<file path="src/rtl/seq_bin_to_bcd.sv">
// Sequential binary-to-BCD converter (shift-and-add-3, one bit per clock) with
// valid/ready handshakes, sticky overflow with 9s saturation and a leading-zero blank mask.
module seq_bin_to_bcd #(
    parameter int BIN_W  = 9,
    parameter int DIGITS = 3
) (
    input  logic                clk,
    input  logic                rst,
    input  logic                in_valid,
    output logic                in_ready,
    input  logic [BIN_W-1:0]    in_bin,
    output logic                out_valid,
    input  logic                out_ready,
    output logic [4*DIGITS-1:0] out_bcd,
    output logic [DIGITS-1:0]   out_blank,
    output logic                overflow
);
    localparam int BCD_W = 4 * DIGITS;
    localparam int CNT_W = $clog2(BIN_W + 1);
    localparam logic [BCD_W-1:0] ALL_NINES = {DIGITS{4'h9}};

    typedef enum logic [1:0] {IDLE, SHIFT, DONE} state_t;

    state_t             state_reg, state_next;
    logic [BIN_W-1:0]   shreg_reg;
    logic [BCD_W-1:0]   bcd_reg;
    logic               ovf_reg;
    logic [CNT_W-1:0]   cnt_reg;

    logic [BCD_W-1:0]   adj;
    logic [BCD_W-1:0]   bcd_next;
    logic               ovf_next;
    logic [DIGITS-1:0]  blank_next;
    logic               last_step;

    // Per-digit add-3 correction and leading-zero detection on the post-shift value
    for (genvar gi = 0; gi < DIGITS; gi++) begin : g_digit
        assign adj[4*gi +: 4] = (bcd_reg[4*gi +: 4] >= 4'd5) ? bcd_reg[4*gi +: 4] + 4'd3
                                                             : bcd_reg[4*gi +: 4];
        if (gi == 0) begin : g_units
            assign blank_next[gi] = 1'b0;
        end else begin : g_upper
            assign blank_next[gi] = ~|bcd_next[BCD_W-1:4*gi];
        end
    end

    assign bcd_next  = {adj[BCD_W-2:0], shreg_reg[BIN_W-1]};
    // Anything shifted out of the top digit means the value needs more digits than we have
    assign ovf_next  = ovf_reg | adj[BCD_W-1];
    assign last_step = (cnt_reg == CNT_W'(1));

    always_ff @(posedge clk or posedge rst) begin
        if (rst) begin
            state_reg <= IDLE;
        end else begin
            state_reg <= state_next;
        end
    end

    always_comb begin
        state_next = state_reg;
        in_ready   = 1'b0;
        out_valid  = 1'b0;
        case (state_reg)
            IDLE: begin
                in_ready = 1'b1;
                if (in_valid) state_next = SHIFT;
            end
            SHIFT: begin
                if (last_step) state_next = DONE;
            end
            DONE: begin
                out_valid = 1'b1;
                if (out_ready) state_next = IDLE;
            end
            default: state_next = IDLE;
        endcase
    end

    always_ff @(posedge clk or posedge rst) begin
        if (rst) begin
            shreg_reg <= '0;
            bcd_reg   <= '0;
            ovf_reg   <= 1'b0;
            cnt_reg   <= '0;
            out_bcd   <= '0;
            out_blank <= '0;
            overflow  <= 1'b0;
        end else begin
            case (state_reg)
                IDLE: begin
                    if (in_valid) begin
                        shreg_reg <= in_bin;
                        bcd_reg   <= '0;
                        ovf_reg   <= 1'b0;
                        cnt_reg   <= CNT_W'(BIN_W);
                    end
                end
                SHIFT: begin
                    shreg_reg <= shreg_reg << 1;
                    bcd_reg   <= bcd_next;
                    ovf_reg   <= ovf_next;
                    cnt_reg   <= cnt_reg - CNT_W'(1);
                    if (last_step) begin
                        out_bcd   <= ovf_next ? ALL_NINES : bcd_next;
                        out_blank <= ovf_next ? '0 : blank_next;
                        overflow  <= ovf_next;
                    end
                end
                default: ;
            endcase
        end
    end
endmodule

</file>
<file path="config.mk">
export PLATFORM = sky130hd
export DESIGN_NAME = seq_bin_to_bcd
export DESIGN_NICKNAME = d
export VERILOG_FILES = /design/src/rtl/seq_bin_to_bcd.sv
export SDC_FILE = /design/constraint.sdc
export NUM_CORES = 1
export LEC_CHECK = 0
export CORE_UTILIZATION = 45
export DETAILED_ROUTE_END_ITERATION = 8
export GPL_TIMING_DRIVEN = 0
export PLACE_DENSITY = 0.73
export SYNTH_ARGS = -nofsm -noshare
export SYNTH_HDL_FRONTEND = slang
export SYNTH_SLANG_ARGS = --single-unit
</file>
<file path="constraint.sdc">
create_clock -name clk -period 1.8 [get_ports clk]
set_input_delay 0.54 -clock clk [delete_from_list [all_inputs] [get_ports clk]]
set_output_delay 0.54 -clock clk [all_outputs]
set_load 0.01 [all_outputs]
</file>
* After elaboration in Yosys (flattened, before gate mapping) *
Index checks and enable logic that the tools add are counted.

storage, ports and cells
  output and inout bits = 18
  input port bits = 13
  register bits = 44
  word-level logic and storage cells = 50

cells by class
  muxes and demuxes = 19
  $lt $le $gt $ge = 3
  $add $sub $neg = 4
  equal/unequal tests = 6
  bitwise operators = 1
  reductions and logical operators = 9

operator list
  kind                 number
  $mux 12              2
  $pmux 12 s2          1
  $pmux 9 s2           1
  $mux 4               4
  $add 4x2->4 const B  3
  $ge 4x3->1 const B   3
  $mux 9               1
  $pmux 4 s2           1
  $reduce_or 8->1      1
  $mux 2               3
  $ne 2x2->1 const B   3
  $pmux 2 s3           1
  $eq 4x1->1 const B   1
  $reduce_and 2->1     2
  $reduce_or 4->1      1
  $sub 4x1->4 const B  1
  $mux 1               3
  $mux 3               1
  $reduce_and 3->1     1
  $eq 2x1->1 const B   1
  $eq 2x2->1 const B   1
  $logic_not 1->1      2
  $logic_not 2->1      1
  $pmux 1 s2           1
  other kinds (2)      2

* Logic depth before layout (Yosys ltp) *
Gate-level depths: netlist of the first run.

  depth in word-level cells = 5
  gate-level depth with buffers = 8
  depth with buffers taken out = 7

* Worst setup path before layout of the first run *
No wires, ideal clock.

  path kind = reg-to-reg
  start = register bcd_reg[8]
  end = register out_blank[1]
  data arrival time = 1.574 ns
  cell stages (with the launch flop) = 9
  period minus slack after synthesis = 1.692 ns
  data required time = 1.682 ns
  library setup time = 0.118 ns
  slack = 0.108 ns
  buffers on the path = 1
  cells stage by stage = dfrtp_1 -> inv_1 -> ha_1 -> nand2b_1 -> or3b_1 -> nand3b_2 -> buf_6 -> nand4b_4 -> o21ai_2

between the ends
  cells in the longest elaborated chain, start to end = 5
  elaborated cells between the ends (all ways) = 7
  those cells by class = add/sub (1); order compare (1); mux (2); bitwise (1); reduce/logical (2)

ends and longest elaborated chain
  item                                       RTL line  RTL
  start: declaration                         26        logic [BCD_W-1:0] bcd_reg;
  start signal: assignment                   101       bcd_reg <= bcd_next;
  $add 4x2->4 or $ge 4x3->1 (tied branches)  38        assign adj[4*gi +: 4] = (bcd_reg[4*gi +: 4] >= 4'd5) ? bcd_reg[4*gi +: 4] + 4'd3
  $mux 4 (*)                                 38
  $reduce_or 8->1                            43        assign blank_next[gi] = ~|bcd_next[BCD_W-1:4*gi];
  $logic_not 1->1                            43
  $mux 3 (*)                                 106       out_blank <= ovf_next ? '0 : blank_next;
  end signal: assignment                     106
  end: declaration                           15        output logic [DIGITS-1:0] out_blank,

Every way passes the cells marked *; elsewhere a longest branch is shown, timed or not.
A chain may end at the register's enable or synchronous reset.

* Worst setup path in the final report of the first run *
Ends and elaborated chain as after synthesis.

==> run summary, run 1 <==
# DRC = 4
Peak supply drop = 0.000924 V
R2r setup slk = 0.05 ns
Avg Synthesized Cell Area = 9.43 um^2
DR vias/cell = 5.46
Status = finished with violations
PortBufs = 29
Cell area after synthesis = 0.00212 mm^2
Core Area = 0.00444 mm^2
Ratio of cells with drive above 1 in the final layout = 14.6%
CTS sink cnt = 43
Pin count of the biggest net entering global routing = 44
Tcrit/Tclk final = 97.1%
CP Launch Type = flip-flop
Clock tree from TritonCTS = built
Synth warnings = 0
Initial antenna violation count = 0
Data arrival, critical path = 1.99 ns
Failing checks = DRC
Gpl congestion = 0.762
Final setup TNS = 0 ns
Max frequency = 0.572 GHz
Row count = 24
Vias = 1741
Vias in the first global route = 1649
DRT antenna net count = 0
Clock Pin Slew Worst Setup and Hold Paths = 0.08 ns
FF-to-FF Start = bcd_reg[8]
Sequential fraction of the synthesis area = 50.7%
Worst skew pair latency = 0.30 ns
Ant. Diodes = 0
Worst r2r path cells = 7
Initial Util = 47.7%
CTS H-tree depth = 2
Fin. max-slew vios = 0
Cell area power density = 1810 mW/mm^2
Setup Skew = 0.00739 ns
WL/cell = 14.0 um
Final Hold Viols = 0
Worst slew pin tran = 0.874 ns
Maximum fanout along the worst path = 3
Finished Layout Cells = 319
Worst Setup SP = bcd_reg[8]
R2r endpoint = out_blank[1]
Most common cell after layout, fill and taps aside = dfrtp_1
Cts bufs inserted = 5
Fillers = 419
Die ar. = 0.00499 mm^2
DP HPWL = 2960 um
Die W = 70.7 um
Die Y = 70.7 um
Overflow after GRT = 0
Fin crit period = 1.75 ns
Cell count after synthesis = 225
Hold_sp = out_bcd[9]
IO Pins = 31
Total Routing Usage GR = 19.3%
Layout area overhead = 25.2%
First-pass GRT wire length = 7420 um
Placed Instances = 306
Worst hold endpoint = out_bcd[9]
Most frequent cells in the layout = 43 x dfrtp_1, 41 x nand2_1, 27 x clkdlybuf4s50_1
Max cap viols = 0
Lkg Pwr = 1.19 nW
Maximum root-to-sink buffer count = 2
Synth Net Count = 246
1st-iter DRT viols = 65
FF+latch count, synth = 43
Final nets = 287
Total wire length = 4480 um
Hold Path Depth = 2
Max_slew headroom = 41.6%
Cell variety after synth = 36
Type of the worst min-delay path = flip-flop to flip-flop
Drt pass-1 iters = 8
CP Class = flip-flop to flip-flop
Clock tree root driver cell = clkbuf_8
Final setup vio count = 0
Worst path required time = 2.04 ns
Crit end category = flip-flop
==> worst max-delay path, cell delays in order, from the launching register on <==
cell and delay [ns]:
dfrtp_1 0.42, buf_6 0.13, ha_1 0.19, nand2b_4 0.14
a21oi_1 0.24, xnor2_1 0.27, nand4b_4 0.16, o21ai_2 0.13
==> layout make-up <==
| cell class | count | area, um^2 | share of cell area, % |
|---|---|---|---|
| flip-flops and latches | 43 | 1080 | 40.5 |
| well taps | 52 | 65.1 | 2.45 |
| inverters | 10 | 37.5 | 1.41 |
| clock inverters | 1 | 5.00 | 0.189 |
| repair buffers | 34 | 329 | 12.4 |
| plain buffers | 12 | 63.8 | 2.40 |
| multi-input cells | 160 | 1000 | 37.7 |
| clock buffers | 7 | 76.3 | 2.87 |
==> worst max path at each step <==
stage	cells past startpoint	end
final	7	out_blank[1]
after global routing	7	out_blank[1]
after CTS	7	out_bcd[1]
after detailed placement	6	bcd_reg[11]
after global placement	2	out_bcd[7]
after floorplan	8	out_blank[1]
==> power breakdown <==
part | total [mW] | switching, mW | internal [mW]
logic | 2.53 | 1.37 | 1.16
registers | 1.68 | 0.291 | 1.39
clock network | 0.599 | 0.326 | 0.272
total | 4.81 | 1.98 | 2.82
==> metrics by stage <==
| step | cell area (um^2) | hold slack [ns] | utilization [%] | setup WS (ns) | power [mW] |
|---|---|---|---|---|---|
| after CTS | 2590 | 0.482 | 58.3 | 0.00803 | 4.64 |
| after floorplan | 2120 | 0.441 | - | 0.108 | 3.24 |
| after global placement | 2480 | 0.456 | 55.7 | -0.637 | 3.92 |
| final | 2660 | 0.477 | 59.7 | 0.0518 | 4.81 |
| after detailed placement | 2480 | 0.465 | 55.7 | -0.133 | 3.99 |
| after global routing | 2660 | 0.504 | 59.7 | -0.0347 | 5.21 |
==> cell usage after synthesis, drive strengths merged <==
cell    count  area [um^2]
a21o        1         7.51
a21oi       8         40.0
a22oi       8         60.1
a31oi       1         6.26
and2        1         6.26
and2b       1         7.51
buf         6         40.0
clkbuf      6         22.5
conb        1         3.75
dfrtp      43         1080
ha          8          100
inv        10         37.5
mux2        4         45.0
nand2      42          160
nand2b      6         37.5
nand3      10         50.1
nand3b      2         18.8
nand4       1         6.26
nand4b      1         23.8
nor2        8         30.0
nor2b       2         12.5
nor3        4         20.0
nor3b       6         45.0
nor4        1         6.26
o21ai      35          186
o31ai       4         30.0
or2         1         6.26
or3b        1         8.76
xnor2       3         26.3
==> cells by family after synthesis <==
family,after synthesis,share of synthesized area (%)
multiplexers,4,2.12
buffers and inverters,22,4.72
flip-flops,43,50.7
other,1,0.177
AO/OA/AOI/OAI,57,15.6
AND/OR/NAND/NOR,87,20.7
adder cells (fa/ha/maj),8,4.72
XOR/XNOR,3,1.24
==> routing by layer <==
metal,routed length [um],track usage [%],vias to the layer above
met1,2000,24.2,825
li1,-,-,852
met4,68,6.67,0
met2,2150,32.4,56
met3,257,5.56,8
met5,0,0,-
==> what timing repair did <==
| item | in CTS | in global routing |
|---|---|---|
| cloned | 0 | 1 |
| buffers inserted | 4 | 0 |
| hold buffers | 0 | 0 |
| pin swaps | 0 | 1 |
| endpoints found under the setup margin | 9 | 18 |
| resized for setup | 6 | 17 |
Power figures use the tool's default switching activity.
==> inputs of run 2 (changes only) <==
--- a/config.mk
+++ b/config.mk
@@ -5,6 +5,7 @@
 export SDC_FILE = /design/constraint.sdc
 export NUM_CORES = 1
 export LEC_CHECK = 0
+export ABC_AREA = 1
 export CORE_UTILIZATION = 45
 export DETAILED_ROUTE_END_ITERATION = 8
 export GPL_TIMING_DRIVEN = 0
==> run 2 against run 1 <==
The run still ends with DRC left. Wire length decreased by 0.69%. Register-to-register slack improved by 0.098 ns. Non-clock buffer count decreased by 11. Count of clock-buffer cells in the layout unchanged. Sequential power about the same. Design area decreased by 3.3%. Via count decreased by 0.52%. Clock power about the same. First-iteration DRC count increased by 57%. Critical endpoint is now out_blank[1].
==> run summary, run 2 <==
Status = finished with violations
Failing checks = DRC
Peak supply drop = 0.000732 V (-21%)
Drt pass-1 iters = 6 (-2)
Clock Pin Slew Worst Setup and Hold Paths = 0.08 ns (about the same)
Setup WS post-layout = 0.0600 ns (+0.00822 ns)
Crit end category = output pin
DRT antenna net count = 0 (unchanged)
WL/cell = 13.0 um (-7.1%)
CTS H-tree depth = 2 (unchanged)
Fin crit period = 1.74 ns (-0.00822 ns)
Placed Instances = 333 (+8.8%)
Avg Synthesized Cell Area = 8.42 um^2 (-11%)
Pin count of the biggest net entering global routing = 44 (unchanged)
Count leader, synth = nand2_1
Max_slew headroom = 42.2% (+0.61 points)
Cell area power density = 1850 mW/mm^2 (+2.4%)
Initial Util = 47.7% (unchanged)
Lkg Pwr = 1.25 nW (+4.4%)
Cell area after synthesis = 0.00212 mm^2 (unchanged)
Finished Layout Cells = 341 (+6.9%)
Row count = 24 (unchanged)
Total wire length = 4450 um (-0.69%)
Maximum root-to-sink buffer count = 2 (unchanged)
Initial antenna violation count = 0 (unchanged)
Clock tree root driver cell = clkbuf_8
Setup Skew = 0.00718 ns (-0.000211 ns)
CP Launch Type = flip-flop
Yosys top cell by area = dfrtp_1
Cts bufs inserted = 5 (unchanged)
Most common cell after layout, fill and taps aside = nand2_1
Type of the worst min-delay path = flip-flop to flip-flop
Unrepaired setup endpoints after global routing = no
Power Total = 4.76 mW (-0.97%)
EDFF count, synth = 0 (unchanged)
Core Area = 0.00444 mm^2 (unchanged)
Cell variety after synth = 30 (-17%)
Max cap viols = 0 (unchanged)
Top Layer Used = met4
Routed length on met3 = 156 um (-39%)
Die Y = 70.7 um (unchanged)
Post-synth top area share = 50.7% (unchanged)
WP buf/inv = 1 (unchanged)
Hold Buf Count CTS = 0 (unchanged)
Post-synth ARST share = 100% (unchanged)
1st-iter DRT viols = 102 (+57%)
DR vias/cell = 5.08 (-6.9%)
Maximum fanout along the worst path = 2 (-1)
Data arrival, critical path = 1.20 ns (-0.79 ns)
Post-CTS setup buffers = 0 (-4)
Primary flip-flop cell chosen by synthesis mapping = dfrtp_1
Worst path required time = 1.26 ns (-0.78 ns)
CP delay by family, top = buffers and inverters
DR WL met2 = 2170 um (+0.65%)
IO Pins = 31 (unchanged)
Worst stage delay on the critical path = 0.54 ns (+0.12 ns)
Worst skew pair latency = 0.30 ns (about the same)
Worst slew pin tran = 0.865 ns (-0.00911 ns)
# DRC = 4 (unchanged)
Slowest-stage cell, CP = clkdlybuf4s50_1
Met1 wire length = 2080 um (+3.9%)
Overflow after GRT = 0 (unchanged)
Final nets = 309 (+7.7%)
Die W = 70.7 um (unchanged)
Final Hold Viols = 0 (unchanged)
Top post-synthesis cells by count = 70 x nand2_1, 43 x dfrtp_1, 32 x inv_1
Gpl congestion = 0.825 (+8.3%)
Cell count after synthesis = 252 (+12%)
CTS sink cnt = 43 (unchanged)
First-pass GRT wire length = 7720 um (+4.0%)
Vias in the first global route = 1720 (+4.3%)
Tcrit/Tclk final = 96.7% (-0.46 points)
Ratio of cells with drive above 1 in the final layout = 10.0% (-4.6 points)
Synth Net Count = 273 (+11%)
PortBufs = 29 (unchanged)
Clock tree from TritonCTS = built
Final setup vio count = 0 (unchanged)
Final setup TNS = 0 ns (unchanged)
Synth top area cells = dfrtp_1 51%, nand2_1 12%, inv_1 5.7%
Most frequent cells in the layout = 69 x nand2_1, 42 x dfrtp_1, 31 x inv_1
Ant. Diodes = 0 (unchanged)
Place WS = 0.00667 ns (+0.140 ns)
Vias = 1732 (-0.52%)
FF+latch count, synth = 43 (unchanged)
Max frequency = 0.575 GHz (+0.47%)
CP Class = flip-flop to output pin
Critical Path, Cell by Cell = clkdlybuf4s50_1
Layout area overhead = 21.1%
Synth warnings = 0 (unchanged)
Die ar. = 0.00499 mm^2 (unchanged)
Fin. max-slew vios = 0 (unchanged)
Sequential fraction of the synthesis area = 50.7% (unchanged)
Total Routing Usage GR = 20.1% (+0.78 points)
DP HPWL = 3130 um (+6.0%)
==> run 2: final timing paths <==
kind / startpoint / cells after the start / slack (ns) / to
max in group asynchronous: rst / 2 / 0.46 / state_reg[0]
min: cnt_reg[3] / 1 / 0.48 / cnt_reg[3]
max: out_blank[1] / 1 / 0.06 / out_blank[1]
min reg2reg: cnt_reg[3] / 1 / 0.48 / cnt_reg[3]
min in group asynchronous: rst / 2 / 0.74 / overflow
max reg2reg: bcd_reg[8] / 10 / 0.15 / out_bcd[2]
==> run 2: power breakdown <==
| group | leakage [nW] | switching, mW | internal [mW] |
|---|---|---|---|
| Sequential | 0.526 | 0.258 | 1.41 |
| Combinational | 0.677 | 1.49 | 0.993 |
| Clock | 0.0422 | 0.328 | 0.273 |
==> run 2: final cells by class <==
class / instances / area, um^2
fillers: 413 / 1880
flip-flops and latches: 43 / 1080
multi-input cells: 167 / 881
repair buffers: 29 / 288
inverters: 36 / 136
clock buffers: 7 / 76.3
well taps: 52 / 65.1
plain buffers: 6 / 40.0
clock inverters: 1 / 5.00
==> run 2: cells by family (layout without fill, tap and decap cells) <==
kind of cell / count (synthesis) / after routing / share of synthesized area [%]
flip-flops: 43 / 43 / 50.7
other: 1 / 1 / 0.177
AO/OA/AOI/OAI: 46 / 46 / 12.9
XOR/XNOR: 1 / 1 / 0.413
adder cells (fa/ha/maj): 8 / 8 / 4.72
buffers and inverters: 42 / 79 / 8.32
AND/OR/NAND/NOR: 111 / 111 / 22.8
==> run 2: stage by stage <==
| step | utilization, % | hold WS, ns | instance area [um^2] |
|---|---|---|---|
| 2_1_floorplan | - | 0.440 | 2120 |
| 3_3_place_gp | 55.7 | 0.462 | 2480 |
| 3_5_place_dp | 55.7 | 0.467 | 2480 |
| 4_1_cts | 57.6 | 0.478 | 2560 |
| 5_1_grt | 57.8 | 0.486 | 2570 |
| 6_report | 57.8 | 0.476 | 2570 |
==> run 2: what timing repair did <==
action / 4_1_cts / 5_1_grt
pin swaps: 0 / 1
setup endpoints to repair: 2 / 11
gates resized for setup: 4 / 3
==> run 2: routing by layer <==
layer  vias up  track usage [%]
li1        884                -
met1       815             25.5
met5         -                0
met4         0             6.67
met3         4             5.13
met2        29             33.9
